--- config.mk ---
export PLATFORM = sky130hd
export DESIGN_NAME = fifo_burst_reader
export DESIGN_NICKNAME = d
export VERILOG_FILES = /design/src/rtl/fifo_burst_reader.sv
export SDC_FILE = /design/constraint.sdc
export NUM_CORES = 1
export LEC_CHECK = 0
export BUFFER_PORTS_ARGS = -buffer_cell sky130_fd_sc_hd__buf_2
export CELL_PAD_IN_SITES_DETAIL_PLACEMENT = 0
export CELL_PAD_IN_SITES_GLOBAL_PLACEMENT = 1
export CORE_AREA = 2 2 77 79
export CTS_CLUSTER_DIAMETER = 60
export DETAILED_ROUTE_END_ITERATION = 8
export DIE_AREA = 0 0 79 81
export HOLD_SLACK_MARGIN = 0.06
export PLACE_DENSITY_LB_ADDON = 0.1
export SLEW_MARGIN = 20
export SYNTH_ARGS = -nofsm -noshare
export SYNTH_HDL_FRONTEND = slang
export SYNTH_SLANG_ARGS = --single-unit
export TNS_END_PERCENT = 1
--- constraint.sdc ---
create_clock -name i_clk -period 2.5 [get_ports i_clk]
set_input_delay 0.5 -clock i_clk [delete_from_list [all_inputs] [get_ports i_clk]]
set_output_delay 0.5 -clock i_clk [all_outputs]
set_load 0.005 [all_outputs]
--- src/rtl/fifo_burst_reader.sv ---
// Drains a first-word-fall-through FIFO and re-emits its words as
// fixed-length bursts with a last-beat marker; flush drains single beats.
`ifndef CFG_DATA_WIDTH
`define CFG_DATA_WIDTH 8
`endif

module fifo_burst_reader #(
  parameter int DATA_WIDTH = `CFG_DATA_WIDTH,
  parameter int BLEN_WIDTH = 8,
  parameter int CNT_WIDTH  = 16
) (
  input  logic                  i_clk,
  input  logic                  i_rst_n,
  input  logic                  i_fifo_valid,
  input  logic [DATA_WIDTH-1:0] i_fifo_data,
  input  logic                  i_fifo_almostempty,
  output logic                  o_fifo_ready,
  input  logic [BLEN_WIDTH-1:0] i_burst_len,
  input  logic                  i_flush,
  output logic                  o_valid,
  output logic [DATA_WIDTH-1:0] o_data,
  output logic                  o_last,
  input  logic                  i_ready,
  output logic                  o_busy,
  output logic [CNT_WIDTH-1:0]  o_burst_cnt
);

  localparam logic [0:0] S_IDLE  = 1'b0;
  localparam logic [0:0] S_BURST = 1'b1;

  logic [0:0]            r_state;
  logic [BLEN_WIDTH-1:0] r_rem;
  logic                  r_valid;
  logic [DATA_WIDTH-1:0] r_data;
  logic                  r_last;
  logic [CNT_WIDTH-1:0]  r_cnt;

  logic                  w_out_free;
  logic                  w_pop;
  logic                  w_start;
  logic                  w_rem_one;
  logic [BLEN_WIDTH-1:0] w_len;

  assign w_out_free = ~r_valid | i_ready;
  // Held low during reset so an aborted burst leaves its words in the FIFO.
  assign o_fifo_ready = i_rst_n & (r_state == S_BURST) & w_out_free;
  assign w_pop      = i_fifo_valid & o_fifo_ready;
  assign w_start    = (r_state == S_IDLE) & i_fifo_valid &
                      (~i_fifo_almostempty | i_flush);
  assign w_rem_one  = (r_rem == BLEN_WIDTH'(1));
  assign w_len      = (i_flush || i_burst_len == '0) ?
                      BLEN_WIDTH'(1) : i_burst_len;

  always_ff @(posedge i_clk) begin
    if (!i_rst_n) begin
      r_state <= S_IDLE;
      r_rem   <= '0;
      r_valid <= 1'b0;
      r_data  <= '0;
      r_last  <= 1'b0;
      r_cnt   <= '0;
    end else begin
      if (w_pop) begin
        r_valid <= 1'b1;
        r_data  <= i_fifo_data;
        r_last  <= w_rem_one;
      end else if (i_ready) begin
        r_valid <= 1'b0;
      end
      unique case (r_state)
        S_IDLE: begin
          if (w_start) begin
            r_state <= S_BURST;
            r_rem   <= w_len;
          end
        end
        S_BURST: begin
          if (w_pop) begin
            r_rem <= r_rem - BLEN_WIDTH'(1);
            if (w_rem_one) begin
              r_state <= S_IDLE;
              r_cnt   <= r_cnt + CNT_WIDTH'(1);
            end
          end
        end
        default: r_state <= S_IDLE;
      endcase
    end
  end

  assign o_valid     = r_valid;
  assign o_data      = r_data;
  assign o_last      = r_last;
  assign o_busy      = (r_state == S_BURST);
  assign o_burst_cnt = r_cnt;

endmodule
# Word level (Yosys, flattened, before mapping)

Cells that the tools add are included.

Add/sub/neg operators: 2
Eq/ne operators: 3
Bitwise logic cells: 10
Reductions and logical operators: 5
Muxes and demuxes: 10

Operator list:

| kind                                                                     | number |
|---|---|
| 8-bit two-way mux                                                        | 3 |
| 16-bit by 1-bit adder with 16-bit output (second input constant)         | 1 |
| 8-bit case mux with 2 select lines                                       | 1 |
| 8-bit by 1-bit equality test with 1-bit output (second input constant)   | 1 |
| 8-bit zero test                                                          | 1 |
| 8-bit by 1-bit subtractor with 8-bit output (second input constant)      | 1 |
| 1-bit bitwise AND                                                        | 5 |
| 1-bit two-way mux                                                        | 5 |
| 1-bit inverter                                                           | 3 |
| 3-bit AND reduction                                                      | 1 |
| 2-bit by 1-bit inequality test with 1-bit output (second input constant) | 1 |
| 2-bit inequality test (second input constant)                            | 1 |
| 1-bit bitwise OR                                                         | 2 |
| 1-bit case mux with 2 select lines                                       | 1 |
| 2-bit AND reduction                                                      | 1 |
| 2-bit nonzero test                                                       | 1 |
| 1-bit logical OR                                                         | 1 |

Input bits: 22
Output and inout bits: 28
Bits in registers: 35
Logic and storage cells: 36

# Longest topological paths before layout

Gate-level depths: netlist (run 1).

Word-level depth: 6
Gate-level depth with buffers: 7
Mapped depth without buffers: 6

# Worst setup path before layout (run 1)

No wires, ideal clock.

Kind: reg2reg
Start: reg r_rem[0]
End: reg r_cnt[10] (netlist: o_burst_cnt[10])
Required time: 2430 ps
Cell stages (with the launch flop): 7
Arrival: 2251 ps
Setup time: 70 ps
Path slack: 179 ps
Period minus slack after synthesis: 2321 ps
Cell sequence: dfxtp_1 > ha_1 > or3b_2 > or4_1 > clkbuf_2 > or4_1 > a21oi_1

Cells in the longest elaborated chain, start to end: 2

Ends and longest elaborated chain:

| element                                        | line | source |
|---|---|---|
| from (decl)                                    | 32   | `logic [BLEN_WIDTH-1:0] r_rem;` |
| from (signal assigned)                         | 74   | `r_rem <= w_len;` |
| from (signal assigned)                         | 79   | `r_rem <= r_rem - BLEN_WIDTH'(1);` |
| 8-bit by 1-bit equality test with 1-bit output | 50   | `assign w_rem_one = (r_rem == BLEN_WIDTH'(1));` |
| 3-bit AND reduction (no line)                  | --   |  |
| to (signal assigned)                           | 82   | `r_cnt <= r_cnt + CNT_WIDTH'(1);` |
| to (decl)                                      | 36   | `logic [CNT_WIDTH-1:0] r_cnt;` |

Every way passes these cells.
A chain may end at the register's enable or synchronous reset.

# Final worst setup path (run 1)

Start: reg r_rem[1]
End: reg r_cnt[8] (netlist: o_burst_cnt[8])

Same word-level chain as after synthesis.

==> results of run 1 <==
cell type report:
type	instances	area, um2	share of cell area
multi-input combinational	175	1050	0.460
sequential	35	701	0.306
timing repair buffer	58	313	0.136
clock buffer	8	100	0.0437
tap	75	93.8	0.0409
inverter	8	30.0	0.0131
per-layer routing:
metal / up-vias / routed length [um]
li1: 951 / -
met1: 841 / 2440
met2: 36 / 2110
met3: 6 / 246
met4: 0 / 76
met5: - / 0
per-stage QoR:
stage | hold WS, ps | instances | cell area (um2) | worst slack, ps | total power, mW
after detailed placement | 447 | 351 | 2180 | 22.9 | 0.785
final | 446 | 359 | 2290 | 113 | 1.23
after global placement | 439 | 351 | 2180 | 90.6 | 0.788
after CTS | 435 | 359 | 2280 | 13.7 | 1.25
after global routing | 446 | 359 | 2290 | 9.34 | 1.30
after floorplan | 453 | 231 | 1830 | 179 | 0.710
kinds of logic after synthesis:
kind of cell             Yosys count  share of synthesized area
AND/OR/NAND/NOR                  103                      0.305
adder cells (fa/ha/maj)            3                     0.0205
multiplexers                       7                     0.0383
AO/OA/AOI/OAI                     62                      0.209
flip-flops                        35                      0.383
buffers and inverters             21                     0.0438
worst max-delay path: stages (launching register included):
cell and delay, ps:
dfxtp_1 340, inv_1 90, ha_1 150, or3b_2 490
or4_4 590, or4_1 520, a21oi_1 150
how the worst max path moves through the flow:
stage / from / end / slack, ps / depth (start not counted)
floorplan: r_rem[0] / o_burst_cnt[10] / 180 / 6
global placement: r_rem[1] / o_burst_cnt[10] / 90 / 6
CTS: r_rem[1] / o_burst_cnt[8] / 10 / 6
global route: r_rem[1] / o_burst_cnt[8] / 9 / 6
finish: r_rem[1] / o_burst_cnt[8] / 110 / 6
detailed placement: r_rem[1] / o_burst_cnt[8] / 20 / 6
cells in the mapped netlist, types with 2 or more instances:
cell type,n,area share
mux2i_1,7,0.038
nor2b_1,2,0.0068
nand2b_1,8,0.027
nor4_1,7,0.024
nor3_1,2,0.0055
clkbuf_1,12,0.025
ha_1,3,0.021
o21ai_0,7,0.019
or3_1,5,0.017
or2_2,2,0.0068
inv_1,7,0.014
nand4_1,5,0.017
nor3b_1,5,0.021
and4_1,2,0.0096
nand2_1,37,0.076
o31ai_1,11,0.045
or4_1,10,0.041
a31oi_1,3,0.010
dfxtp_1,35,0.38
a21oi_1,28,0.077
nor2_1,6,0.012
a21boi_0,4,0.016
nand3_1,8,0.022
flip-flops by register name (all words and copies together) (netlist names):
signal	cells
o_data	8
o_last	1
o_burst_cnt	16
o_busy	1
o_valid	1
r_rem	8
report_power, final:
group	switching (mW)	internal [mW]	total (mW)
logic	0.101	0.0810	0.182
registers	0.0167	0.573	0.590
clock network	0.205	0.252	0.457
total	0.323	0.905	1.23
repair_timing:
item | in CTS | in global routing
buffers inserted | 0 | 0
setup endpoints to repair | 0 | 7
resized for setup | 0 | 2
==> reports/results.txt, run 1 <==
Global-route wire length before repair = 8.02 mm
Synthesized instance count = 231
Grt total ovfl = 0
Clk_lat worst skew = 290 ps
Hold_sp = i_fifo_data[4]
Starting Density = 0.322
RSZ-0062 raised after global routing = no
Largest net degree at the start of global routing = 37
Unique masters post-synth = 38
Vias in the first global route = 1,649
Worst Hold Depth = 3
Reg2Reg Capture Point = o_burst_cnt[8]
Avg Vias per Cell = 5.11
Final ANT Viol Nets = 0
Post-synthesis sequential area ratio = 0.383
RR Startpoint = r_rem[1]
Num Clock Sinks = 35
YS warnings = 0
PortBufs = 49
Share of layout cells above drive strength 1 = 0.261
Relative slew slack = 0.640
Vias = 1,834
Top_reg_cell synth = dfxtp_1
R2R Setup Slk = 110 ps
Skew final = 9.01 ps
CP Class = flip-flop to flip-flop
Grt met3 use = 0.0389
Final slew viol count = 0
Max IR drop VDD = 0.210 mV
Final hold vios = 0
Leak = 0.875 nW
Worst Hold Path EP = o_data[4]
Critical path peak fanout = 8
Row Count = 28
Die Y = 81 um
HP Class = input port to flip-flop
Worst Setup End Kind = flip-flop
Mapped Area = 1830 um2
Fill cell total of the finished layout = 638
CP startpoint kind = flip-flop
Power density cells = 536 nW/um2
M1 GR Usage = 0.213
Crit share post-route = 0.955
Status = finished clean
Drt first-iter violations = 100
I/O pins = 50
Die Wd = 79 um
Final TNS setup = 0 ps
Asr flop ratio synth = 0
Nets = 308
P&R area growth vs syn = 25.4%
Drt wl/cell = 13.6 um
DRC = 0
CP required = 2720 ps
WL final = 4.87 mm
Layer with the highest usage = met2
Drt first pass iters = 4
Reg2reg path depth = 6
Num CTS Buffers = 5
Most frequent cells in the layout = 49 x buf_2, 37 x nand2_1, 35 x dfxtp_1, 28 x a21oi_1, 11 x o31ai_1
Initial antenna violation count = 0
Max cap viols = 0
Commonest non-fill, non-tap cell in the layout = buf_2
Achievable frequency = 419 MHz
Met2 global-route usage = 0.253
Post-layout utilization of the core = 0.404
Mean Syn Cell Area = 7.91 um2
# diodes = 0
CP Data Arrival Time = 2610 ps
Syn nets = 256
GPL Wtd Cong = 0.751
Clk root buf = clkbuf_8
Clock Path Buffers = 2
Min cycle time layout = 2390 ps
Hold buffers post-CTS = 0
FF+latch count, synth = 35
Die area = 6400 um2
Worst Tran Pin Value = 539 ps
Hpwl dp = 3.40 mm
GRT Total Usage = 0.161
Clock slew at reported path FFs = 80 ps
Core Area = 5680 um2
CTS tree = done
H-tree levels = 2
Setup violators final = 0
EDFF count, synth = 0
(Power assumes the default switching activity.)
==> run 2: changes to the inputs <==
Settings changed: CORE_AREA 2 2 77 79 to 2 2 71 73, DIE_AREA 0 0 79 81 to 0 0 73 75.
Clock period 2.5 ns to 3 ns, I/O delays scaled along.
==> run 2 against run 1 <==
Register-to-register slack improved by 390 ps. Clock skew fell by 1.7 ps. Wire length fell by 3.8%. Non-clock buffer count fell by 3. Cell count fell by 6.7%. Sequential share of layout area rose by 0.98 points. Final area fell by 3.1%. Global-route usage rose by 1.8 points.
==> reports/results.txt, run 2 (synthesis results as in run 1) <==
Status = finished clean
Num Clock Sinks = 35
Clock Path Buffers = 2
Net Switching = 0.274 mW
Max reg flops = 16
Clk root buf = clkbuf_8
CP required = 3210 ps
CP Data Arrival Time = 2710 ps
H-tree levels = 2
Largest net degree at the start of global routing = 29
Max cap viols = 0
DRC = 0
PortBufs = 49
Die area = 5480 um2
Final slew viol count = 0
Worst path max stage delay = 650 ps
Final ANT Viol Nets = 0
Initial antenna violation count = 0
HP Class = flip-flop to flip-flop
Avg Vias per Cell = 5.52
WL final = 4.69 mm
Core Area = 4660 um2
Relative slew slack = 0.595
P&R area growth vs syn = 21.5%
Grt total ovfl = 0
Power density cells = 439 nW/um2
Hpwl dp = 3.36 mm
Drt wl/cell = 14.0 um
RSZ-0062 raised after global routing = no
Skew final = 7.34 ps
Leak = 0.845 nW
Row Count = 25
Combinational share of power = 0.146
CP startpoint kind = flip-flop
GRT Total Usage = 0.179
Max IR drop VDD = 0.218 mV
Vias = 1,850
Global-route wire length before repair = 7.72 mm
Nets = 305
Net Sw Frac = 0.280
Die Y = 75 um
Fill cell total of the finished layout = 491
Final hold vios = 0
Starting Density = 0.392
Top cell by count, worst path = or4_1
Crit share post-route = 0.832
Most frequent cells in the layout = 49 x buf_2, 37 x nand2_1, 35 x dfxtp_1, 28 x a21oi_1, 11 x o31ai_1
Layout Cells excl Fill = 335
Post-DP Area = 2140 um2
Area occupied by multi-input gates = 1050 um2
Worst Tran Pin Value = 604 ps
Met2 wire len = 2.26 mm
Setup violators final = 0
Critical path peak fanout = 8
Num CTS Buffers = 5
Clock power frac = 0.347
Post-route cell area = 2220 um2
Drt first pass iters = 4
Die Wd = 73 um
Top layer in use = met4
Commonest non-fill, non-tap cell in the layout = buf_2
Achievable frequency = 401 MHz
# diodes = 0
Drt first-iter violations = 56
Post-CTS Resized = 0
Worst path slowest cell = or4_1
Clock slew at reported path FFs = 70 ps
Met3 WL post-DR = 181 um
CTS tree = done
Min cycle time layout = 2500 ps
Vias in the first global route = 1,660
Clk_lat worst skew = 290 ps
Design internal power = 0.702 mW
Hold buffers post-CTS = 0
Share of layout cells above drive strength 1 = 0.246
Seq. cell area = 701 um2
Placed cell count = 327
Final TNS setup = 0 ps
Worst Setup End Kind = flip-flop
GPL Wtd Cong = 0.754
I/O pins = 50
Met1 WL = 2.18 mm
Seq pwr share = 0.507
CP Cell Sequence = ha_1 -> or3b_2 -> or4_1 -> or4_1 -> a21oi_1
CP Class = flip-flop to flip-flop
Post-CTS Setup Repair Bufs = 0
-- run 2: cell count changes in the layout (fill, tap and decap cells not counted), sizes merged --
cell	delta
buf	-3
clkbuf	-2
clkinv	+1
clkinvlp	+1
-- run 2: cell type report --
type	count	area share
multi-input cells	175	0.472
repair buffers	55	0.131
clock buffers	6	0.0327
clock inverters	2	0.00563
flip-flops and latches	35	0.315
well taps	54	0.0304
inverters	8	0.0135
-- run 2: through the flow --
step / total power, mW / utilization / hold WS (ps) / worst slack [ps]
floorplan: 0.592 / - / 453 / 679
global placement: 0.648 / 0.458 / 441 / 573
detailed placement: 0.647 / 0.458 / 444 / 535
CTS: 0.985 / 0.477 / 455 / 520
global route: 1.02 / 0.477 / 476 / 384
finish: 0.976 / 0.477 / 453 / 504
-- run 2: metal layers --
metal / vias to the layer above / global-route usage
met4: 0 / 0.0638
met5: - / 0
met2: 37 / 0.291
met1: 858 / 0.232
li1: 949 / -
met3: 6 / 0.0442
-- run 2: path summary, 6_finish.rpt --
| check | from | endpoint | slack (ps) | cells past startpoint |
|---|---|---|---|---|
| setup / recovery | r_rem[0] | o_burst_cnt[10] | 500 | 5 |
| setup reg to reg | r_rem[0] | o_burst_cnt[10] | 500 | 5 |
| hold / removal | o_data[6] | o_data[6] | 450 | 2 |
| hold reg to reg | o_data[6] | o_data[6] | 450 | 2 |
-- run 2: power groups by stage --
stage | Combinational, mW | Sequential [mW] | Clock (mW)
4_1_cts | 0.142 | 0.494 | 0.348
2_1_floorplan | 0.0933 | 0.499 | 0
3_3_place_gp | 0.143 | 0.505 | 0
6_report | 0.142 | 0.495 | 0.339
5_1_grt | 0.159 | 0.497 | 0.367
3_5_place_dp | 0.142 | 0.505 | 0
-- run 2: worst max-delay path, delay by kind of cell (launching register included) --
family	cells	cell delay, ps
compound gates	1	140
flops	1	410
simple gates	3	1680
fa+ha+maj	1	190
==> run 3: changes to the inputs <==
Settings changed: CORE_AREA 2 2 71 73 to 2 2 74 76, DIE_AREA 0 0 73 75 to 0 0 76 78.
Clock period 3 ns to 2.5 ns, I/O delays scaled along.
==> run 3 against run 2 <==
Non-clock buffer count grew 2. Total power rose by 33%. Cell count is 5.4% higher. Fmax is 5.6% higher. Wire length grew 4.3%. First-iteration DRC count is 70% higher. Critical path depth up 1.
==> reports/results.txt, run 3 (synthesis results as in run 1) <==
RR Startpoint = r_rem[1]
H-tree levels = 2
Reg2Reg Capture Point = o_burst_cnt[8]
P&R area growth vs syn = 25.7%
Clk root buf = clkbuf_8
Die area = 5930 um2
I/O pins = 50
Clk_lat worst skew = 290 ps
Hold_sp = i_fifo_data[2]
CP startpoint kind = flip-flop
DRC = 0
Drt first-iter violations = 95
Final slew viol count = 0
Starting Density = 0.363
Buf+Inv Stages, Crit Path = 1
Min cycle time layout = 2360 ps
Initial antenna violation count = 0
CP Class = flip-flop to flip-flop
Clock Path Buffers = 2
Vias in the first global route = 1,676
HP Class = input port to flip-flop
Achievable frequency = 423 MHz
Top Family by Delay on Critical Path = simple AND/OR/NAND/NOR gates
CTS tree = done
Row Count = 26
Crit share post-route = 0.946
Clock slew at reported path FFs = 80 ps
Max IR drop VDD = 0.298 mV
Grt total ovfl = 0
Die Y = 78 um
Vias = 1,897
Num Clock Sinks = 35
# diodes = 0
Max cap viols = 0
CP Cell Sequence = inv_1 -> ha_1 -> or3b_2 -> or4_4 -> or4_1 -> a21oi_1
WL final = 4.89 mm
Final hold vios = 0
Hold buffers post-CTS = 0
Worst Hold Depth = 3
CP Data Arrival Time = 2580 ps
Nets = 307
Post-DP Area = 2170 um2
Drt first pass iters = 4
Core Area = 5040 um2
CP required = 2720 ps
Hold WS = 436 ps
Share of layout cells above drive strength 1 = 0.265
GPL Wtd Cong = 0.789
Power Total = 1.29 mW
Max reg flops = 16
Commonest non-fill, non-tap cell in the layout = buf_2
Num CTS Buffers = 5
Relative slew slack = 0.583
Drt wl/cell = 13.8 um
Most frequent cells in the layout = 49 x buf_2, 37 x nand2_1, 35 x dfxtp_1, 28 x a21oi_1, 11 x o31ai_1
Hpwl dp = 3.44 mm
Power density cells = 564 nW/um2
Global-route wire length before repair = 8.35 mm
Reg2reg path depth = 6
PortBufs = 49
Avg Vias per Cell = 5.37
GRT Total Usage = 0.174
Critical path peak fanout = 8
Worst Tran Pin Value = 620 ps
Final ANT Viol Nets = 0
Worst path slowest cell = or4_4
R2R Setup Slk = 140 ps
Status = finished clean
Setup violators final = 0
Worst Hold Path EP = o_data[2]
Post-route cell area = 2300 um2
Skew final = 3.55 ps
Final TNS setup = 0 ps
Die Wd = 76 um
Leak = 0.875 nW
Worst path max stage delay = 590 ps
RSZ-0062 raised after global routing = no
Largest net degree at the start of global routing = 29
Worst Setup End Kind = flip-flop
## run 3: power by group
group,switching (mW),internal (mW),total (mW)
Clock,0.229,0.297,0.526
Sequential,0.0166,0.573,0.589
Combinational,0.101,0.0785,0.179
Total,0.346,0.948,1.29
## run 3: metal layers
layer	vias to the layer above	wire length, um	global-route usage
li1	957	-	-
met1	889	2330	0.217
met2	44	2290	0.288
met3	7	190	0.0395
met4	0	74	0.0782
met5	-	0	0
## run 3: layout make-up
| class | instances | area, um2 |
|---|---|---|
| fill | 536 | 2750 |
| multi-input combinational | 175 | 1060 |
| sequential | 35 | 701 |
| timing repair buffer | 57 | 305 |
| tap | 70 | 87.6 |
| clock buffer | 5 | 68.8 |
| clock inverter | 3 | 43.8 |
| inverter | 8 | 30.0 |
## run 3: tightest hold or removal path, stage by stage
cell and delay [ps]:
buf_2 90, nand2_1 40, a21oi_1 50
## run 3: what timing repair did
item | in CTS | in global routing
gates resized for setup | 0 | 3
endpoints found under the setup margin | 0 | 6
endpoints found under the hold margin | 0 | 0
buffers inserted | 0 | 0
## run 3: worst max path at each step
stage / start / end / slack (ps) / depth (start not counted)
after detailed placement: r_rem[1] / o_burst_cnt[8] / 40 / 6
final: r_rem[1] / o_burst_cnt[8] / 140 / 6
after global routing: r_rem[1] / o_burst_cnt[9] / 20 / 6
after global placement: r_rem[1] / o_burst_cnt[10] / 90 / 6
after CTS: r_rem[1] / o_burst_cnt[8] / 20 / 6
after floorplan: r_rem[0] / o_burst_cnt[10] / 180 / 6
## run 3: metrics by stage
stage,cells,worst slack (ps),util
2_1_floorplan,231,179,-
3_3_place_gp,345,85.3,0.431
3_5_place_dp,345,38.8,0.431
4_1_cts,353,23.0,0.453
5_1_grt,353,24.6,0.456
6_report,353,136,0.456
